[src/rtl/pgm_rom_sequencer_if.sv]
// Loader write port of the program ROM sequencer.
//   wr_req   loader -> sequencer  write request, held until wr_ack
//   wr_addr  loader -> sequencer  word address
//   wr_data  loader -> sequencer  16-bit word
//   wr_ack   sequencer -> loader  one-cycle pulse, request consumed
interface pgm_rom_sequencer_if #(
    parameter int unsigned ROM_ADDR_WIDTH = 14
);
    logic                      wr_req;
    logic [ROM_ADDR_WIDTH-1:0] wr_addr;
    logic [15:0]               wr_data;
    logic                      wr_ack;

    modport master (output wr_req, output wr_addr, output wr_data, input  wr_ack);
    modport slave  (input  wr_req, input  wr_addr, input  wr_data, output wr_ack);
endinterface

[src/rtl/pgm_rom_sequencer.sv]
// Program ROM sequencer (clk_avr_16 domain).
// Owns the single-port program ROM shared by the loader write path and the
// AVR instruction fetch. Each load runs: optional erase sweep, word writes,
// reset hold, CPU release. The core is held in reset while the ROM changes.
// Ports:
//   clk, rst         AVR clock, synchronous active-high reset
//   load_start       pulse: begin a new load (outranks everything)
//   load_end         pulse: loader finished
//   wr               loader write port (wr_req/wr_addr/wr_data/wr_ack)
//   cpu_addr/data    core fetch address / data (NOP while not running)
//   cpu_rst          core reset, high except in RUN
//   mem_*            ROM port; mem_rdata has 1-cycle registered latency
//   words_loaded     accepted writes since load_start (saturating)
//   checksum         16-bit wrapping sum of accepted words
//   wr_dropped       sticky: a write was acked but discarded
//   running          high in RUN
module pgm_rom_sequencer #(
    parameter int unsigned ROM_ADDR_WIDTH = 14,
    parameter int unsigned HOLD_CYCLES    = 16,
    parameter bit          CLEAR_ON_LOAD  = 1'b1,
    parameter logic [15:0] CLEAR_VALUE    = 16'hFFFF
) (
    input  logic                      clk,
    input  logic                      rst,
    input  logic                      load_start,
    input  logic                      load_end,
    pgm_rom_sequencer_if.slave        wr,
    input  logic [ROM_ADDR_WIDTH-1:0] cpu_addr,
    output logic [15:0]               cpu_data,
    output logic                      cpu_rst,
    output logic [ROM_ADDR_WIDTH-1:0] mem_addr,
    output logic                      mem_we,
    output logic [15:0]               mem_wdata,
    input  logic [15:0]               mem_rdata,
    output logic [ROM_ADDR_WIDTH:0]   words_loaded,
    output logic [15:0]               checksum,
    output logic                      wr_dropped,
    output logic                      running
);
    localparam int unsigned AW  = ROM_ADDR_WIDTH;
    localparam int unsigned WLW = ROM_ADDR_WIDTH + 1;
    localparam int unsigned HCW = (HOLD_CYCLES > 1) ? $clog2(HOLD_CYCLES) : 1;
    localparam logic [HCW-1:0] HOLD_LAST = HCW'((HOLD_CYCLES == 0) ? 0 : HOLD_CYCLES - 1);
    localparam logic [WLW-1:0] WORDS_MAX = {1'b1, {AW{1'b0}}};

    typedef enum logic [2:0] {
        ST_IDLE,
        ST_CLEAR,
        ST_LOAD,
        ST_HOLD,
        ST_RUN
    } state_t;

    state_t          state;
    logic [AW-1:0]   clr_cnt;
    logic [HCW-1:0]  hold_cnt;
    logic            pending_end;
    logic            wr_ack_q;
    logic            prev_run;
    logic            accept;
    logic            drop;

    assign wr.wr_ack = wr_ack_q;

    // A request is consumed only while wr_ack is low, so a request held one
    // cycle past its ack is never taken twice. CLEAR stalls the loader.
    always_comb begin
        accept = 1'b0;
        drop   = 1'b0;
        if (!load_start && wr.wr_req && !wr_ack_q) begin
            accept = (state == ST_LOAD);
            drop   = (state == ST_IDLE) || (state == ST_HOLD) || (state == ST_RUN);
        end
    end

    always_comb begin
        mem_we    = 1'b0;
        mem_addr  = cpu_addr;
        mem_wdata = '0;
        if (state == ST_CLEAR) begin
            mem_we    = 1'b1;
            mem_addr  = clr_cnt;
            mem_wdata = CLEAR_VALUE;
        end else if (accept) begin
            mem_we    = 1'b1;
            mem_addr  = wr.wr_addr;
            mem_wdata = wr.wr_data;
        end
    end

    // ROM data belongs to the address presented one cycle earlier, so it is
    // only forwarded when that cycle was RUN; otherwise the core sees NOPs.
    assign cpu_data = prev_run ? mem_rdata : '0;

    always_ff @(posedge clk) begin
        if (rst) begin
            state        <= ST_IDLE;
            cpu_rst      <= 1'b1;
            running      <= 1'b0;
            wr_ack_q     <= 1'b0;
            words_loaded <= '0;
            checksum     <= '0;
            wr_dropped   <= 1'b0;
            clr_cnt      <= '0;
            hold_cnt     <= '0;
            pending_end  <= 1'b0;
            prev_run     <= 1'b0;
        end else begin
            prev_run <= (state == ST_RUN);
            wr_ack_q <= accept | drop;
            if (drop) begin
                wr_dropped <= 1'b1;
            end
            if (accept) begin
                if (words_loaded != WORDS_MAX) begin
                    words_loaded <= words_loaded + WLW'(1);
                end
                checksum <= checksum + wr.wr_data;
            end

            if (load_start) begin
                state        <= CLEAR_ON_LOAD ? ST_CLEAR : ST_LOAD;
                words_loaded <= '0;
                checksum     <= '0;
                wr_dropped   <= 1'b0;
                pending_end  <= 1'b0;
                clr_cnt      <= '0;
                hold_cnt     <= '0;
                cpu_rst      <= 1'b1;
                running      <= 1'b0;
            end else begin
                case (state)
                    ST_CLEAR: begin
                        clr_cnt <= clr_cnt + AW'(1);
                        if (load_end) begin
                            pending_end <= 1'b1;
                        end
                        if (clr_cnt == '1) begin
                            state <= ST_LOAD;
                        end
                    end
                    ST_LOAD: begin
                        // A write accepted alongside load_end is still
                        // performed above; only the state moves on.
                        if (load_end || pending_end) begin
                            pending_end <= 1'b0;
                            hold_cnt    <= '0;
                            if (HOLD_CYCLES == 0) begin
                                state   <= ST_RUN;
                                cpu_rst <= 1'b0;
                                running <= 1'b1;
                            end else begin
                                state <= ST_HOLD;
                            end
                        end
                    end
                    ST_HOLD: begin
                        if (hold_cnt == HOLD_LAST) begin
                            state   <= ST_RUN;
                            cpu_rst <= 1'b0;
                            running <= 1'b1;
                        end else begin
                            hold_cnt <= hold_cnt + HCW'(1);
                        end
                    end
                    default: begin
                    end
                endcase
            end
        end
    end
endmodule
[src/flat_wrapper.sv]
// flat-port wrapper written by rule: the top's interface ports become plain ports
module pgm_rom_sequencer_flat 
#(
    parameter int unsigned ROM_ADDR_WIDTH = 14,
    parameter int unsigned HOLD_CYCLES    = 16,
    parameter bit          CLEAR_ON_LOAD  = 1'b1,
    parameter logic [15:0] CLEAR_VALUE    = 16'hFFFF
)
  (clk, rst, load_start, load_end, cpu_addr, cpu_data, cpu_rst, mem_addr, mem_we, mem_wdata, mem_rdata, words_loaded, checksum, wr_dropped, running, wr_wr_req, wr_wr_addr, wr_wr_data, wr_wr_ack);
  pgm_rom_sequencer_if #(.ROM_ADDR_WIDTH(ROM_ADDR_WIDTH)) wr_i ();
  input  logic clk;
  input  logic rst;
  input  logic load_start;
  input  logic load_end;
  input  logic [ROM_ADDR_WIDTH-1:0] cpu_addr;
  output logic [15:0] cpu_data;
  output logic cpu_rst;
  output logic [ROM_ADDR_WIDTH-1:0] mem_addr;
  output logic mem_we;
  output logic [15:0] mem_wdata;
  input  logic [15:0] mem_rdata;
  output logic [ROM_ADDR_WIDTH:0] words_loaded;
  output logic [15:0] checksum;
  output logic wr_dropped;
  output logic running;
  input wire logic [$bits(wr_i.wr_req)-1:0] wr_wr_req;
  input wire logic [$bits(wr_i.wr_addr)-1:0] wr_wr_addr;
  input wire logic [$bits(wr_i.wr_data)-1:0] wr_wr_data;
  output wire logic [$bits(wr_i.wr_ack)-1:0] wr_wr_ack;
  assign wr_i.wr_req = wr_wr_req;
  assign wr_i.wr_addr = wr_wr_addr;
  assign wr_i.wr_data = wr_wr_data;
  assign wr_wr_ack = wr_i.wr_ack;
  pgm_rom_sequencer #(.ROM_ADDR_WIDTH(ROM_ADDR_WIDTH), .HOLD_CYCLES(HOLD_CYCLES), .CLEAR_ON_LOAD(CLEAR_ON_LOAD), .CLEAR_VALUE(CLEAR_VALUE)) u_core (.clk(clk), .rst(rst), .load_start(load_start), .load_end(load_end), .wr(wr_i), .cpu_addr(cpu_addr), .cpu_data(cpu_data), .cpu_rst(cpu_rst), .mem_addr(mem_addr), .mem_we(mem_we), .mem_wdata(mem_wdata), .mem_rdata(mem_rdata), .words_loaded(words_loaded), .checksum(checksum), .wr_dropped(wr_dropped), .running(running));
endmodule
[config.mk]
export PLATFORM = sky130hd
export DESIGN_NAME = pgm_rom_sequencer_flat
export DESIGN_NICKNAME = d
export VERILOG_FILES = /design/src/rtl/pgm_rom_sequencer_if.sv /design/src/rtl/pgm_rom_sequencer.sv /design/src/flat_wrapper.sv
export SDC_FILE = /design/constraint.sdc
export NUM_CORES = 1
export LEC_CHECK = 0
export CELL_PAD_IN_SITES_DETAIL_PLACEMENT = 0
export CELL_PAD_IN_SITES_GLOBAL_PLACEMENT = 1
export CORE_MARGIN = 2
export CORE_UTILIZATION = 33
export CTS_CLUSTER_SIZE = 28
export DETAILED_ROUTE_END_ITERATION = 10
export PLACE_DENSITY_LB_ADDON = 0.1
export SLEW_MARGIN = 15
export SYNTH_ARGS = -nofsm -noshare
export SYNTH_HDL_FRONTEND = slang
export SYNTH_SLANG_ARGS = --single-unit
[constraint.sdc]
create_clock -name clk -period 3.4 [get_ports clk]
set_input_delay 0.68 -clock clk [delete_from_list [all_inputs] [get_ports clk]]
set_output_delay 0.68 -clock clk [all_outputs]
set_load 0.03 [all_outputs]
==> reports/metrics.cfg, run 1 <==
[logic_synthesis]
synth.most_common_cell = nand2_1
synth_area_um2 = 3720
ys_dominant_reg_cell = dfxtp_1
yosysWarnings = 0
ys_seq_area_share_pct = 31.2
synth_edf_count = 0
ys_top_cells_by_count = nand2_1 (106), nor2_1 (65), dfxtp_1 (58)
ys_types = 57
synth_seq_cells = 58
syn_nets = 584
yosysTopAreaCell = dfxtp_1
syn_inst = 499
async_reset_ff_share_pct = 0
ys_top_cells_by_area = dfxtp_1 (31%), nand2_1 (11%), nor2_1 (6.6%)
syn_avg_cell_area_um2 = 7.46
synth_top_area_share_pct = 31.2

[global_routing]
grt-ovfl-total = 0
grt_use_total_pct = 18.2
grt_pass1_vias = 3548
grt_pass1_wl_um = 17200
antenna_found_initial = 0
grt_max_degree = 47

[placement]
routabilityCongestion = 0.816
dp_slack_ns = 0.285
dpl.hpwl_um = 8330
io_buffers = 146

[routing]
drc = 0
drt-total-wl_um = 11100
drt_iter0_drc = 167
drtPass1Iterations = 4
vias = 3895
vias_per_cell = 4.96
drt-wirelength-per-cell_um = 14.1
detail-route-antenna-nets = 0

[cells_and_area]
n_antenna_cell = 0
syn2layout_area_growth_pct = 49.9
final_layout_size_suffix_gt1_share_pct = 11.3
num-fill-cells = 1100
nets = 725

[cts]
cts_tree = done
clock-root-buffer = clkbuf_16
cts_max_path_buffers = 2
cts_sinks = 58
hold_buffers = 0
clk_pin_slew_ns = 0.05
numCtsBuffers = 9
postCtsSetupBuffers = 0
insertion_delay_ns = 0.33
htree_levels = 3
postCtsResizedCells = 0

[sta]
min_period_over_period_pct = 92.0
drv_slew = 0
rsz0062_at_grt = false
hold_viol = 0
setup_viol = 0
maxSlewHeadroom_pct = 50.7
max_clock_freq_mhz = 320
period_needed_ns = 3.13
worstMarginPinSlew_ns = 0.740
finalSetupTns_ns = 0
skew_ns = 0.00659
setup_ws_ns = 0.271

[hold_path]
hold_start = u_core.wr_dropped
min_path_type = reg -> reg

[floorplan]
core_um2 = 10900
die_h_um = 110
initial_core_util_pct = 34.1
io_pins = 147
rows = 38
die_area_um2 = 12100
dieWidth_um = 110

[critical_path]
worstPathRequired_ns = 2.72
critical_path.max_fanout = 14
critPathLaunch = load_start
critical_path.startpoint_type = input port
end_kind = output port
critical_path_arrival_ns = 2.45
worst-setup-path-type = in -> out
worstReg2RegStart = u_core.checksum[2]

[run]
drv_cap = 0

[power_and_ir_drop]
ir_drop_uv = 199
power.density_nw_per_um2 = 354
power.leakage_uw = 0.00215

[status]
status = finished clean

## cells by family after synthesis
logic type / after synthesis / synth area share [%]
buf+inv: 36 / 4.10
mux: 3 / 0.806
flops: 58 / 31.2
fa+ha+maj: 20 / 6.92
simple gates: 257 / 32.3
compound gates: 93 / 17.1
xor+xnor: 32 / 7.53
## routing by layer
metal	global-route usage (%)	part of all wire, %	vias to the layer above
met2	30.5	48	112
li1	-	-	2006
met5	0	0	-
met1	22.8	43	1764
met3	4.35	7.8	13
met4	6.07	1.4	0
## power by group
group / internal [uW] / total, uW / switching [uW]
clock network: 681 / 1000 / 320
registers: 683 / 686 / 3.35
logic: 136 / 290 / 155
## worst paths after layout
kind,endpoint,slack (ns),cells after the start
max,mem_addr[5],0.27,7
min,u_core.wr_dropped,0.45,2
max reg2reg,u_core.checksum[15],1.21,7
min reg2reg,u_core.wr_dropped,0.45,2
## stage by stage
step                      cells  total power [uW]  utilization [%]  hold slack, ns  area [um2]
after global placement      769               991             48.0           0.440        5250
after floorplan             499               844                -           0.464        3720
final                       785              1980             51.1           0.453        5580
after CTS                   785              1990             51.1           0.457        5580
after global routing        785              2050             51.1           0.471        5580
after detailed placement    769               992             48.0           0.447        5250
## critical path, stage by stage
cell	delay, ns
clkdlybuf4s50_1	0.48
nor3b_1	0.34
and2_2	0.25
buf_4	0.21
nand2_1	0.09
a31oi_1	0.20
buf_4	0.19
## final cells by class
| type | instances | area [um2] | area share (%) |
|---|---|---|---|
| multi-input combinational | 405 | 2410 | 43.2 |
| timing repair buffer | 155 | 1460 | 26.2 |
| sequential | 58 | 1160 | 20.8 |
| clock buffer | 12 | 256 | 4.59 |
| tap | 140 | 175 | 3.14 |
| clock inverter | 4 | 73.8 | 1.32 |
| inverter | 11 | 41.3 | 0.740 |
## layout by cell type (no fill, tap or decap), drive strengths merged, types with 2 or more instances in the layout
cell / count
clkdlybuf4s50: 115
nand2: 106
nor2: 65
dfxtp: 58
buf: 40
a21oi: 28
nand3: 21
a31oi: 20
ha: 19
xnor2: 18
and2: 17
xor2: 14
o21ai: 13
nand4: 12
clkbuf: 12
inv: 11
nor3: 9
and3: 6
or3: 5
nor3b: 5
a21o: 5
nor4b: 3
a211oi: 3
a22oi: 3
o21a: 3
o31ai: 3
mux2i: 3
o31a: 3
nor4: 2
and4: 2
nand2b: 2
o211ai: 2
bufinv: 2
o21bai: 2
o2bb2ai: 2
a2111oi: 2
clkinv: 2
## sequential cells by signal, summed over array words and instances (netlist names)
signal / flops
u_core.state: 3
u_core.prev_run: 1
u_core.running: 1
u_core.checksum: 16
u_core.pending_end: 1
u_core.wr_dropped: 1
u_core.cpu_rst: 1
u_core.wr.wr_ack: 1
u_core.clr_cnt: 14
u_core.hold_cnt: 4
u_core.words_loaded: 15
Note: power is estimated with default switching activity, not from simulation.
==> run 2, diff against run 1 <==
--- a/config.mk
+++ b/config.mk
@@ -5,10 +5,11 @@
 export SDC_FILE = /design/constraint.sdc
 export NUM_CORES = 1
 export LEC_CHECK = 0
+export CAP_MARGIN = 20
 export CELL_PAD_IN_SITES_DETAIL_PLACEMENT = 0
 export CELL_PAD_IN_SITES_GLOBAL_PLACEMENT = 1
 export CORE_MARGIN = 2
-export CORE_UTILIZATION = 33
+export CORE_UTILIZATION = 31
 export CTS_CLUSTER_SIZE = 28
 export DETAILED_ROUTE_END_ITERATION = 10
 export PLACE_DENSITY_LB_ADDON = 0.1
==> constraint.sdc (replaced) <==
create_clock -name clk -period 3.46 [get_ports clk]
set_input_delay 0.692 -clock clk [delete_from_list [all_inputs] [get_ports clk]]
set_output_delay 0.692 -clock clk [all_outputs]
set_load 0.03 [all_outputs]
==> reports/metrics.cfg, run 2 (synthesis gave the netlist of run 1 again) <==
[sta]
max_clock_freq_mhz = 323
finalSetupTns_ns = 0
skew_ns = 0.00505
setup_ws_ns = 0.363
setup_viol = 0
worstMarginPinSlew_ns = 0.708
maxSlewHeadroom_pct = 52.6
period_needed_ns = 3.10
holdWs_ns = 0.455
hold_viol = 0
rsz0062_at_grt = false
min_period_over_period_pct = 89.5
drv_slew = 0

[power_and_ir_drop]
power.density_nw_per_um2 = 323
internal_power_uw = 1310
power.leakage_uw = 0.00211
swShare_pct = 26.9
ir_drop_uv = 157
p_clk_share_pct = 46.3
p_seq_share_pct = 37.8
switchingPower_uw = 480
power_frac_comb_pct = 15.9

[critical_path]
rr_worst_depth = 7
crit_family = buffers and inverters
end_kind = output port
reg2reg_to = u_core.checksum[15]
critical_path_arrival_ns = 2.41
worst-setup-path-type = in -> out
worstReg2RegStart = u_core.checksum[2]
path_buf_inv = 3
slowest_stage = clkdlybuf4s50_1
critical_path.max_fanout = 24
crit_chain = clkdlybuf4s50_1 -> nor3b_1 -> and2_2 -> buf_4 -> nand2_1 -> nand2_1 -> buf_4
reg2reg_slack_ns = 1.25
critical_path.startpoint_type = input port
critPathMaxStageDelay_ns = 0.47
worstPathRequired_ns = 2.77

[cts]
cts_max_path_buffers = 2
postCtsResizedCells = 0
hold_buffers = 0
clk_pin_slew_ns = 0.05
cts_sinks = 58
cts_tree = done
insertion_delay_ns = 0.33
numCtsBuffers = 9
postCtsSetupBuffers = 0
htree_levels = 3
clock-root-buffer = clkbuf_16

[routing]
met3WireLength_um = 636
vias = 3915
routed.top_layer = met4
drc = 0
route.met2.wl_um = 5070
met1_length_um = 5250
drt_iter0_drc = 158
drtPass1Iterations = 4
drt-wirelength-per-cell_um = 14.0
vias_per_cell = 4.96
detail-route-antenna-nets = 0
drt-total-wl_um = 11100

[floorplan]
die_h_um = 114
io_pins = 147
initial_core_util_pct = 31.4
dieWidth_um = 114
rows = 40
die_area_um2 = 12900
core_um2 = 11900

[hold_path]
min_delay_worst_endpoint = u_core.cpu_rst
min_path_type = reg -> reg
hold_start = u_core.cpu_rst
hold_depth = 2

[cells_and_area]
largestRegisters = u_core.checksum (16), u_core.words_loaded (15), u_core.clr_cnt (14)
final_layout_size_suffix_gt1_share_pct = 11.4
nets = 723
syn2layout_area_growth_pct = 48.5
layout_common_cells = clkdlybuf4s50_1 (115), nand2_1 (105), nor2_1 (65), dfxtp_1 (58), buf_4 (37)
fin_util_pct = 46.6
final_area_um2 = 5530
num-fill-cells = 1241
n_antenna_cell = 0
largest_reg_flops = 16
mostFrequentLayoutCell = clkdlybuf4s50_1
regMostFlops = u_core.checksum

[placement]
routabilityCongestion = 0.782
dp_slack_ns = 0.355
place_area_um2 = 5250
io_buffers = 146
dpl.hpwl_um = 8060

[run]
drv_cap = 0

[global_routing]
grt_pass1_vias = 3714
grt_pass1_wl_um = 17900
grt_max_degree = 39
grt_use_total_pct = 17.1
grt-ovfl-total = 0
antenna_found_initial = 0

[status]
status = finished clean

[run 2: cell types whose count changed in the layout (fill, tap and decap cells not counted), sizes merged]
cell | previous run | this run
clkinv | 2 | 4
bufinv | 2 | 0
buf | 40 | 38
clkbuf | 12 | 10
clkinvlp | 0 | 2
[run 2: cell type report]
type | count | area, um2 | area share (%)
timing repair buffer | 153 | 1450 | 26.2
tap | 147 | 184 | 3.33
multi-input combinational | 405 | 2410 | 43.6
inverter | 11 | 41.3 | 0.747
sequential | 58 | 1160 | 21.0
clock inverter | 6 | 42.5 | 0.769
clock buffer | 10 | 239 | 4.32
[run 2: metal layers]
layer / global-route usage, % / vias to the layer above
met2: 28.4 / 111
met5: 0 / -
met4: 5.20 / 0
met1: 21.8 / 1792
li1: - / 2006
met3: 4.46 / 6
[run 2: worst register-to-register path, delay by kind of cell (launching register included)]
kind / cells / cell delay [ns]
AO/OA/AOI/OAI: 4 / 0.97
multiplexers: 2 / 0.43
adder cells (fa/ha/maj): 1 / 0.38
flip-flops: 1 / 0.33
[run 2: stage by stage]
stage	cells	power (uW)
final	790	1790
after floorplan	499	829
after CTS	790	1810
after global routing	790	1860
after detailed placement	774	974
after global placement	774	973
[run 2: power by group through the flow]
stage	combinational [uW]	clock (uW)	sequential, uW
finish	284	826	675
global route	305	877	674
CTS	288	852	674
detailed placement	286	0	689
global placement	285	0	688
floorplan	140	0	689
[run 2: worst max path at each step]
stage	from	end	slack [ns]	depth (start not counted)
floorplan	load_start	mem_addr[10]	0.53	7
global placement	load_start	mem_wdata[6]	0.38	7
detailed placement	load_start	mem_wdata[6]	0.35	7
CTS	load_start	mem_wdata[6]	0.33	7
global route	load_start	mem_wdata[3]	0.18	7
finish	load_start	mem_wdata[6]	0.36	7
